$ cat src/rtl/pipe_hazard_ctrl_if.sv
// Signal bundle between the 5-stage pipeline datapath and its hazard controller.
// master = pipeline datapath, slave = pipe_hazard_ctrl.
interface pipe_hazard_ctrl_if #(
    parameter int unsigned CNT_W = 32
);
    logic [4:0]       Rs1D;
    logic [4:0]       Rs2D;
    logic [4:0]       Rs1E;
    logic [4:0]       Rs2E;
    logic [4:0]       RdE;
    logic [4:0]       RdM;
    logic [4:0]       RdW;
    logic             RegWriteM;
    logic             RegWriteW;
    logic             LoadE;
    logic             PCSrcE;
    logic             McStartE;
    logic             mc_done;
    logic             imem_ready;

    logic             StallF;
    logic             StallD;
    logic             FlushD;
    logic             StallE;
    logic             FlushE;
    logic             FlushM;
    logic [1:0]       ForwardAE;
    logic [1:0]       ForwardBE;
    logic             mc_go;
    logic             fetch_err;
    logic [CNT_W-1:0] stall_cnt;
    logic [CNT_W-1:0] flush_cnt;

    modport master (
        output Rs1D, Rs2D, Rs1E, Rs2E, RdE, RdM, RdW,
        output RegWriteM, RegWriteW, LoadE, PCSrcE, McStartE, mc_done, imem_ready,
        input  StallF, StallD, FlushD, StallE, FlushE, FlushM,
        input  ForwardAE, ForwardBE, mc_go, fetch_err, stall_cnt, flush_cnt
    );

    modport slave (
        input  Rs1D, Rs2D, Rs1E, Rs2E, RdE, RdM, RdW,
        input  RegWriteM, RegWriteW, LoadE, PCSrcE, McStartE, mc_done, imem_ready,
        output StallF, StallD, FlushD, StallE, FlushE, FlushM,
        output ForwardAE, ForwardBE, mc_go, fetch_err, stall_cnt, flush_cnt
    );
endinterface

$ cat src/rtl/pipe_hazard_ctrl.sv
// Hazard/sequencing controller: forwarding selects, stall/flush priority, multi-cycle
// op handshake, fetch watchdog and saturating stall/flush performance counters.
module pipe_hazard_ctrl #(
    parameter int unsigned CNT_W         = 32,
    parameter int unsigned FETCH_TIMEOUT = 64
) (
    input  logic                     clk,
    input  logic                     reset,
    pipe_hazard_ctrl_if.slave        hz
);
    localparam int unsigned    WAIT_W   = $clog2(FETCH_TIMEOUT + 1);
    localparam logic [WAIT_W-1:0] WAIT_MAX = WAIT_W'(FETCH_TIMEOUT);

    typedef enum logic {
        RUN     = 1'b0,
        MC_BUSY = 1'b1
    } state_e;

    state_e              state_q, state_d;
    logic [WAIT_W-1:0]   wait_cnt_q, wait_cnt_d;
    logic                fetch_err_q, fetch_err_d;
    logic [CNT_W-1:0]    stall_cnt_q, stall_cnt_d;
    logic [CNT_W-1:0]    flush_cnt_q, flush_cnt_d;

    logic       lw_stall;
    logic       mc_active;
    logic       branch_fire;
    logic       fetch_wait;
    logic       stall_f, stall_d, stall_e;
    logic       flush_d, flush_e, flush_m;
    logic       mc_go;
    logic [1:0] fwd_a, fwd_b;

    // EX-stage operand forwarding; the younger M result beats W
    always_comb begin
        fwd_a = 2'b00;
        fwd_b = 2'b00;
        if (hz.RegWriteM && (hz.RdM != 5'd0) && (hz.RdM == hz.Rs1E))
            fwd_a = 2'b10;
        else if (hz.RegWriteW && (hz.RdW != 5'd0) && (hz.RdW == hz.Rs1E))
            fwd_a = 2'b01;
        if (hz.RegWriteM && (hz.RdM != 5'd0) && (hz.RdM == hz.Rs2E))
            fwd_b = 2'b10;
        else if (hz.RegWriteW && (hz.RdW != 5'd0) && (hz.RdW == hz.Rs2E))
            fwd_b = 2'b01;
    end

    assign lw_stall = hz.LoadE && (hz.RdE != 5'd0) &&
                      ((hz.RdE == hz.Rs1D) || (hz.RdE == hz.Rs2D));

    // Next state and prioritised pipeline controls
    always_comb begin
        state_d     = state_q;
        mc_active   = 1'b0;
        branch_fire = 1'b0;
        fetch_wait  = 1'b0;
        mc_go       = 1'b0;
        stall_f     = 1'b0;
        stall_d     = 1'b0;
        stall_e     = 1'b0;
        flush_d     = 1'b0;
        flush_e     = 1'b0;
        flush_m     = 1'b0;

        case (state_q)
            RUN: begin
                if (hz.McStartE) begin
                    state_d   = MC_BUSY;
                    mc_active = 1'b1;
                end
            end
            MC_BUSY: begin
                if (hz.mc_done) state_d = RUN;
                else            mc_active = 1'b1;
            end
            default: state_d = RUN;
        endcase

        if (reset) begin
            state_d = RUN;
            flush_d = 1'b1;
            flush_e = 1'b1;
            flush_m = 1'b1;
        end else if (mc_active) begin
            // Freeze F/D/E behind the multi-cycle op, bubble into M
            mc_go   = (state_q == RUN);
            stall_f = 1'b1;
            stall_d = 1'b1;
            stall_e = 1'b1;
            flush_m = 1'b1;
        end else if (hz.PCSrcE) begin
            branch_fire = 1'b1;
            flush_d     = 1'b1;
            flush_e     = 1'b1;
        end else if (lw_stall) begin
            stall_f = 1'b1;
            stall_d = 1'b1;
            flush_e = 1'b1;
        end else if (!hz.imem_ready) begin
            fetch_wait = 1'b1;
            stall_f    = 1'b1;
            flush_d    = 1'b1;
        end
    end

    // Watchdog and saturating performance counters
    always_comb begin
        wait_cnt_d  = wait_cnt_q;
        stall_cnt_d = stall_cnt_q;
        flush_cnt_d = flush_cnt_q;
        if (hz.imem_ready || hz.PCSrcE)
            wait_cnt_d = '0;
        else if (fetch_wait && (wait_cnt_q != WAIT_MAX))
            wait_cnt_d = wait_cnt_q + WAIT_W'(1);
        fetch_err_d = fetch_err_q || (wait_cnt_d == WAIT_MAX);
        if (stall_f && !(&stall_cnt_q))
            stall_cnt_d = stall_cnt_q + CNT_W'(1);
        if (branch_fire && !(&flush_cnt_q))
            flush_cnt_d = flush_cnt_q + CNT_W'(1);
    end

    always_ff @(posedge clk) begin
        if (reset) begin
            state_q     <= RUN;
            wait_cnt_q  <= '0;
            fetch_err_q <= 1'b0;
            stall_cnt_q <= '0;
            flush_cnt_q <= '0;
        end else begin
            state_q     <= state_d;
            wait_cnt_q  <= wait_cnt_d;
            fetch_err_q <= fetch_err_d;
            stall_cnt_q <= stall_cnt_d;
            flush_cnt_q <= flush_cnt_d;
        end
    end

    assign hz.StallF    = stall_f;
    assign hz.StallD    = stall_d;
    assign hz.StallE    = stall_e;
    assign hz.FlushD    = flush_d;
    assign hz.FlushE    = flush_e;
    assign hz.FlushM    = flush_m;
    assign hz.ForwardAE = fwd_a;
    assign hz.ForwardBE = fwd_b;
    assign hz.mc_go     = mc_go;
    assign hz.fetch_err = fetch_err_q;
    assign hz.stall_cnt = stall_cnt_q;
    assign hz.flush_cnt = flush_cnt_q;

endmodule
$ cat src/flat_wrapper.sv
// flat-port wrapper written by rule: the top's interface ports become plain ports
module pipe_hazard_ctrl_flat 
#(
    parameter int unsigned CNT_W         = 32,
    parameter int unsigned FETCH_TIMEOUT = 64
)
  (clk, reset, hz_Rs1D, hz_Rs2D, hz_Rs1E, hz_Rs2E, hz_RdE, hz_RdM, hz_RdW, hz_RegWriteM, hz_RegWriteW, hz_LoadE, hz_PCSrcE, hz_McStartE, hz_mc_done, hz_imem_ready, hz_StallF, hz_StallD, hz_FlushD, hz_StallE, hz_FlushE, hz_FlushM, hz_ForwardAE, hz_ForwardBE, hz_mc_go, hz_fetch_err, hz_stall_cnt, hz_flush_cnt);
  pipe_hazard_ctrl_if #(.CNT_W(CNT_W)) hz_i ();
  input  logic clk;
  input  logic reset;
  input wire logic [$bits(hz_i.Rs1D)-1:0] hz_Rs1D;
  input wire logic [$bits(hz_i.Rs2D)-1:0] hz_Rs2D;
  input wire logic [$bits(hz_i.Rs1E)-1:0] hz_Rs1E;
  input wire logic [$bits(hz_i.Rs2E)-1:0] hz_Rs2E;
  input wire logic [$bits(hz_i.RdE)-1:0] hz_RdE;
  input wire logic [$bits(hz_i.RdM)-1:0] hz_RdM;
  input wire logic [$bits(hz_i.RdW)-1:0] hz_RdW;
  input wire logic [$bits(hz_i.RegWriteM)-1:0] hz_RegWriteM;
  input wire logic [$bits(hz_i.RegWriteW)-1:0] hz_RegWriteW;
  input wire logic [$bits(hz_i.LoadE)-1:0] hz_LoadE;
  input wire logic [$bits(hz_i.PCSrcE)-1:0] hz_PCSrcE;
  input wire logic [$bits(hz_i.McStartE)-1:0] hz_McStartE;
  input wire logic [$bits(hz_i.mc_done)-1:0] hz_mc_done;
  input wire logic [$bits(hz_i.imem_ready)-1:0] hz_imem_ready;
  output wire logic [$bits(hz_i.StallF)-1:0] hz_StallF;
  output wire logic [$bits(hz_i.StallD)-1:0] hz_StallD;
  output wire logic [$bits(hz_i.FlushD)-1:0] hz_FlushD;
  output wire logic [$bits(hz_i.StallE)-1:0] hz_StallE;
  output wire logic [$bits(hz_i.FlushE)-1:0] hz_FlushE;
  output wire logic [$bits(hz_i.FlushM)-1:0] hz_FlushM;
  output wire logic [$bits(hz_i.ForwardAE)-1:0] hz_ForwardAE;
  output wire logic [$bits(hz_i.ForwardBE)-1:0] hz_ForwardBE;
  output wire logic [$bits(hz_i.mc_go)-1:0] hz_mc_go;
  output wire logic [$bits(hz_i.fetch_err)-1:0] hz_fetch_err;
  output wire logic [$bits(hz_i.stall_cnt)-1:0] hz_stall_cnt;
  output wire logic [$bits(hz_i.flush_cnt)-1:0] hz_flush_cnt;
  assign hz_i.Rs1D = hz_Rs1D;
  assign hz_i.Rs2D = hz_Rs2D;
  assign hz_i.Rs1E = hz_Rs1E;
  assign hz_i.Rs2E = hz_Rs2E;
  assign hz_i.RdE = hz_RdE;
  assign hz_i.RdM = hz_RdM;
  assign hz_i.RdW = hz_RdW;
  assign hz_i.RegWriteM = hz_RegWriteM;
  assign hz_i.RegWriteW = hz_RegWriteW;
  assign hz_i.LoadE = hz_LoadE;
  assign hz_i.PCSrcE = hz_PCSrcE;
  assign hz_i.McStartE = hz_McStartE;
  assign hz_i.mc_done = hz_mc_done;
  assign hz_i.imem_ready = hz_imem_ready;
  assign hz_StallF = hz_i.StallF;
  assign hz_StallD = hz_i.StallD;
  assign hz_FlushD = hz_i.FlushD;
  assign hz_StallE = hz_i.StallE;
  assign hz_FlushE = hz_i.FlushE;
  assign hz_FlushM = hz_i.FlushM;
  assign hz_ForwardAE = hz_i.ForwardAE;
  assign hz_ForwardBE = hz_i.ForwardBE;
  assign hz_mc_go = hz_i.mc_go;
  assign hz_fetch_err = hz_i.fetch_err;
  assign hz_stall_cnt = hz_i.stall_cnt;
  assign hz_flush_cnt = hz_i.flush_cnt;
  pipe_hazard_ctrl #(.CNT_W(CNT_W), .FETCH_TIMEOUT(FETCH_TIMEOUT)) u_core (.clk(clk), .reset(reset), .hz(hz_i));
endmodule
$ cat config.mk
export PLATFORM = sky130hd
export DESIGN_NAME = pipe_hazard_ctrl_flat
export DESIGN_NICKNAME = d
export VERILOG_FILES = /design/src/rtl/pipe_hazard_ctrl_if.sv /design/src/rtl/pipe_hazard_ctrl.sv /design/src/flat_wrapper.sv
export SDC_FILE = /design/constraint.sdc
export NUM_CORES = 1
export LEC_CHECK = 0
export BUFFER_PORTS_ARGS = -buffer_cell sky130_fd_sc_hd__buf_2
export CAP_MARGIN = 40
export CORE_UTILIZATION = 55
export DETAILED_ROUTE_END_ITERATION = 7
export GPL_TIMING_DRIVEN = 1
export HOLD_SLACK_MARGIN = 0.12
export PLACE_DENSITY = 0.89
export SETUP_SLACK_MARGIN = 0.15
export SYNTH_ARGS = -nofsm -noshare
export SYNTH_HDL_FRONTEND = slang
export SYNTH_SLANG_ARGS = --single-unit
$ cat constraint.sdc
create_clock -name clk -period 4.2 [get_ports clk]
set_input_delay 0.63 -clock clk [delete_from_list [all_inputs] [get_ports clk]]
set_output_delay 0.63 -clock clk [all_outputs]
set_load 0.005 [all_outputs]
==> run metrics <==
status finished, final reports clean; CP Launch Type input pin; Nets 663; worst-margin pin slew 0.7801 ns; simple logic cell fraction of the synthesized area 30.20%; setup TNS 0 ns; Fin. Hold Viols 0; H-tree lvl count 3; Die Footprint 7723 um^2; #FFs+latches synth 73; vias in the first global route 3,930; crit path DAT 2.43 ns; Core ar. 6944 um^2; DRC Markers 0; largest net degree at the start of global routing 29; routed via count 4,184; EDFF count, synth 0; largest family of logic cells by synthesized area simple AND/OR/NAND/NOR gates; Worst Skew 0.007140 ns; Cell Rows 30; Synth Cell Area 4056 um^2; Post-synth top cells dfxtp_1, nor2_1, xor2_1, nand2_1, xnor2_1; RePlAce Congestion 0.9692; Final period util 72.85%; first-pass GRT wire length 17.17 mm; main area contributors after synthesis dfxtp_1, xor2_1, nor2_1, xnor2_1, nand3_1; RSZ-0062 raised after global routing no; xor/xnor share of the synthesized area 15.11%; Synth async-reset ratio 0%; sequential share of the synthesized area 36.03%; Most used DFF post-synth dfxtp_1; Synth-to-Final Area Change 20.70%; max_cap viols 0; share of layout cells above drive strength 1 24.39%; Achievable Freq 326.8 MHz; DR vias/cell 5.852; CP max FO 8; Slew Limit Fails 0; clk root buf clkbuf_8; GRT Util Overall 28.26%; P_leak 1.929 nW; dominant cell type by area after synthesis dfxtp_1; count leader, synth dfxtp_1; Place WS 1.134 ns; Iteration-0 DRC Markers 222; clock sinks 73; WS Path Type in -> out; critical path's slowest cell or4_1; Synth Instances 501; die width 87.88 um; Synth Area in Compound Gates 12.18%; pwr/cell area 280.3 nW/um^2; GRT overflow 0; endpoints failing setup 0; Initial Utilization 58.41%; hpwl dp 8.075 mm; slowest cell delay on critical path 0.52 ns; Worst-Skew Late Latency 0.34 ns; Buffers on Ports 119; syn_area_per_cell 8.097 um^2; WL/cell 15.08 um; cts bufs inserted 9; ANT nets after route 0; hold crit path type reg -> reg; # IOs 120; Post-Synth Adder-Cell Area 1.234%; post-layout worst setup margin 1.140 ns; Largest delay share family, worst path simple AND/OR/NAND/NOR gates; worst-path cell chain buf_2, or4_1, o21ai_1, o41ai_4, nor2_1, inv_1, buf_2; CTS tree built; Detailed Route WL 10.79 mm; Tmin final 3.060 ns; Distinct cells, synth 48; # Post-CTS Setup Buffers 0; clock tree buffer depth 2; n_diodes 0; initial antenna violation count 0; Critical Path RT 3.57 ns; post-CTS sizing 0; clock-pin slew on the worst setup and hold paths 0.07 ns; kind of end point of the critical path output port; R2R setup slack 1.53 ns; headroom to the max-slew limit 47.77%; DR pass1 iterations 5; Die Span Y 87.88 um; Post-CTS Hold Buffers 0; worst vdd rail ir drop 0.1982 mV; Yosys top cell area share 36.03%; Crit path top cell by count buf_2; Bufs and invs on worst path 3; Syn Nets 549; YS warnings 0; mux contribution to synthesized area 1.573%
==> layout by cell type, fill, tap and decap left out, types with 6 or more instances in the layout <==
cell type	Yosys	layout
nor3_1	14	14
o31ai_1	8	8
and4_1	6	6
inv_1	16	16
and2_1	6	6
o21ai_0	23	23
or4_1	11	11
xnor2_1	28	28
o211ai_1	6	6
nand2_1	30	30
a21oi_1	25	25
nand4_1	20	20
or3_1	19	19
buf_2	2	119
clkbuf_8	0	10
nor2_1	69	69
nor4_1	7	7
nand3_1	27	27
xor2_1	42	42
and3_1	8	8
dfxtp_1	73	73
==> per-stage QoR <==
| stage | hold slack, ns | std cells | utilization [%] | power (mW) | area, um^2 |
|---|---|---|---|---|---|
| floorplan | 0.4804 | 501 | - | 0.7832 | 4056 |
| global placement | 0.4768 | 700 | 67.71 | 0.8328 | 4702 |
| detailed placement | 0.5014 | 700 | 67.71 | 0.8385 | 4702 |
| CTS | 0.5118 | 715 | 70.50 | 1.380 | 4896 |
| global route | 0.5529 | 715 | 70.50 | 1.421 | 4896 |
| finish | 0.5047 | 715 | 70.50 | 1.372 | 4896 |
==> report_power, final <==
part | switching [mW] | total [mW] | internal, mW
sequential | 0.00493 | 0.701 | 0.696
clock | 0.262 | 0.548 | 0.286
combinational | 0.0730 | 0.124 | 0.0507
total | 0.340 | 1.37 | 1.03
==> kinds of logic (layout without fill, tap and decap cells) <==
kind of cell    count (synthesis)  in the layout
mux                             6              6
fa+ha+maj                       4              4
buf+inv                        35            153
compound gates                 78             78
simple gates                  235            235
xor+xnor                       70             70
flops                          73             73
==> worst reg2reg max path: stages, from the launching register on <==
cell and delay, ns:
dfxtp_1 0.44, nand4_1 0.25, nor2_1 0.33, nand4_1 0.18
or4b_1 0.64, o211ai_2 0.36, o21ai_0 0.23, a21oi_1 0.18
==> routing by layer <==
layer	global-route usage (%)	wire (um)	vias up
met5	0	0	-
met4	11.77	225	0
met3	6.786	733	23
met2	51.30	5534	177
met1	31.48	4291	1986
li1	-	-	1998
==> final timing paths <==
kind,cells past startpoint,start,to
min,2,u_core.hz.flush_cnt[1],u_core.hz.flush_cnt[1]
min reg2reg,2,u_core.hz.flush_cnt[1],u_core.hz.flush_cnt[1]
max,7,hz_RdE[0],hz_StallF
max reg2reg,7,u_core.hz.stall_cnt[3],u_core.hz.stall_cnt[9]
==> layout make-up <==
cell class | count | area, um^2
inverter | 17 | 63.81
tap | 96 | 120.1
multi-input combinational | 393 | 2446
clock inverter | 5 | 56.30
sequential | 73 | 1461
timing repair buffer | 121 | 610.6
clock buffer | 10 | 137.6
fill | 564 | 2048
==> registers in the layout, indices dropped and copies added (netlist names) <==
register	flops
u_core.hz.fetch_err	1
u_core.hz.flush_cnt	32
u_core.hz.stall_cnt	32
u_core.state_q	1
u_core.wait_cnt_q	7
No activity file was read; power rests on OpenSTA's default activity.
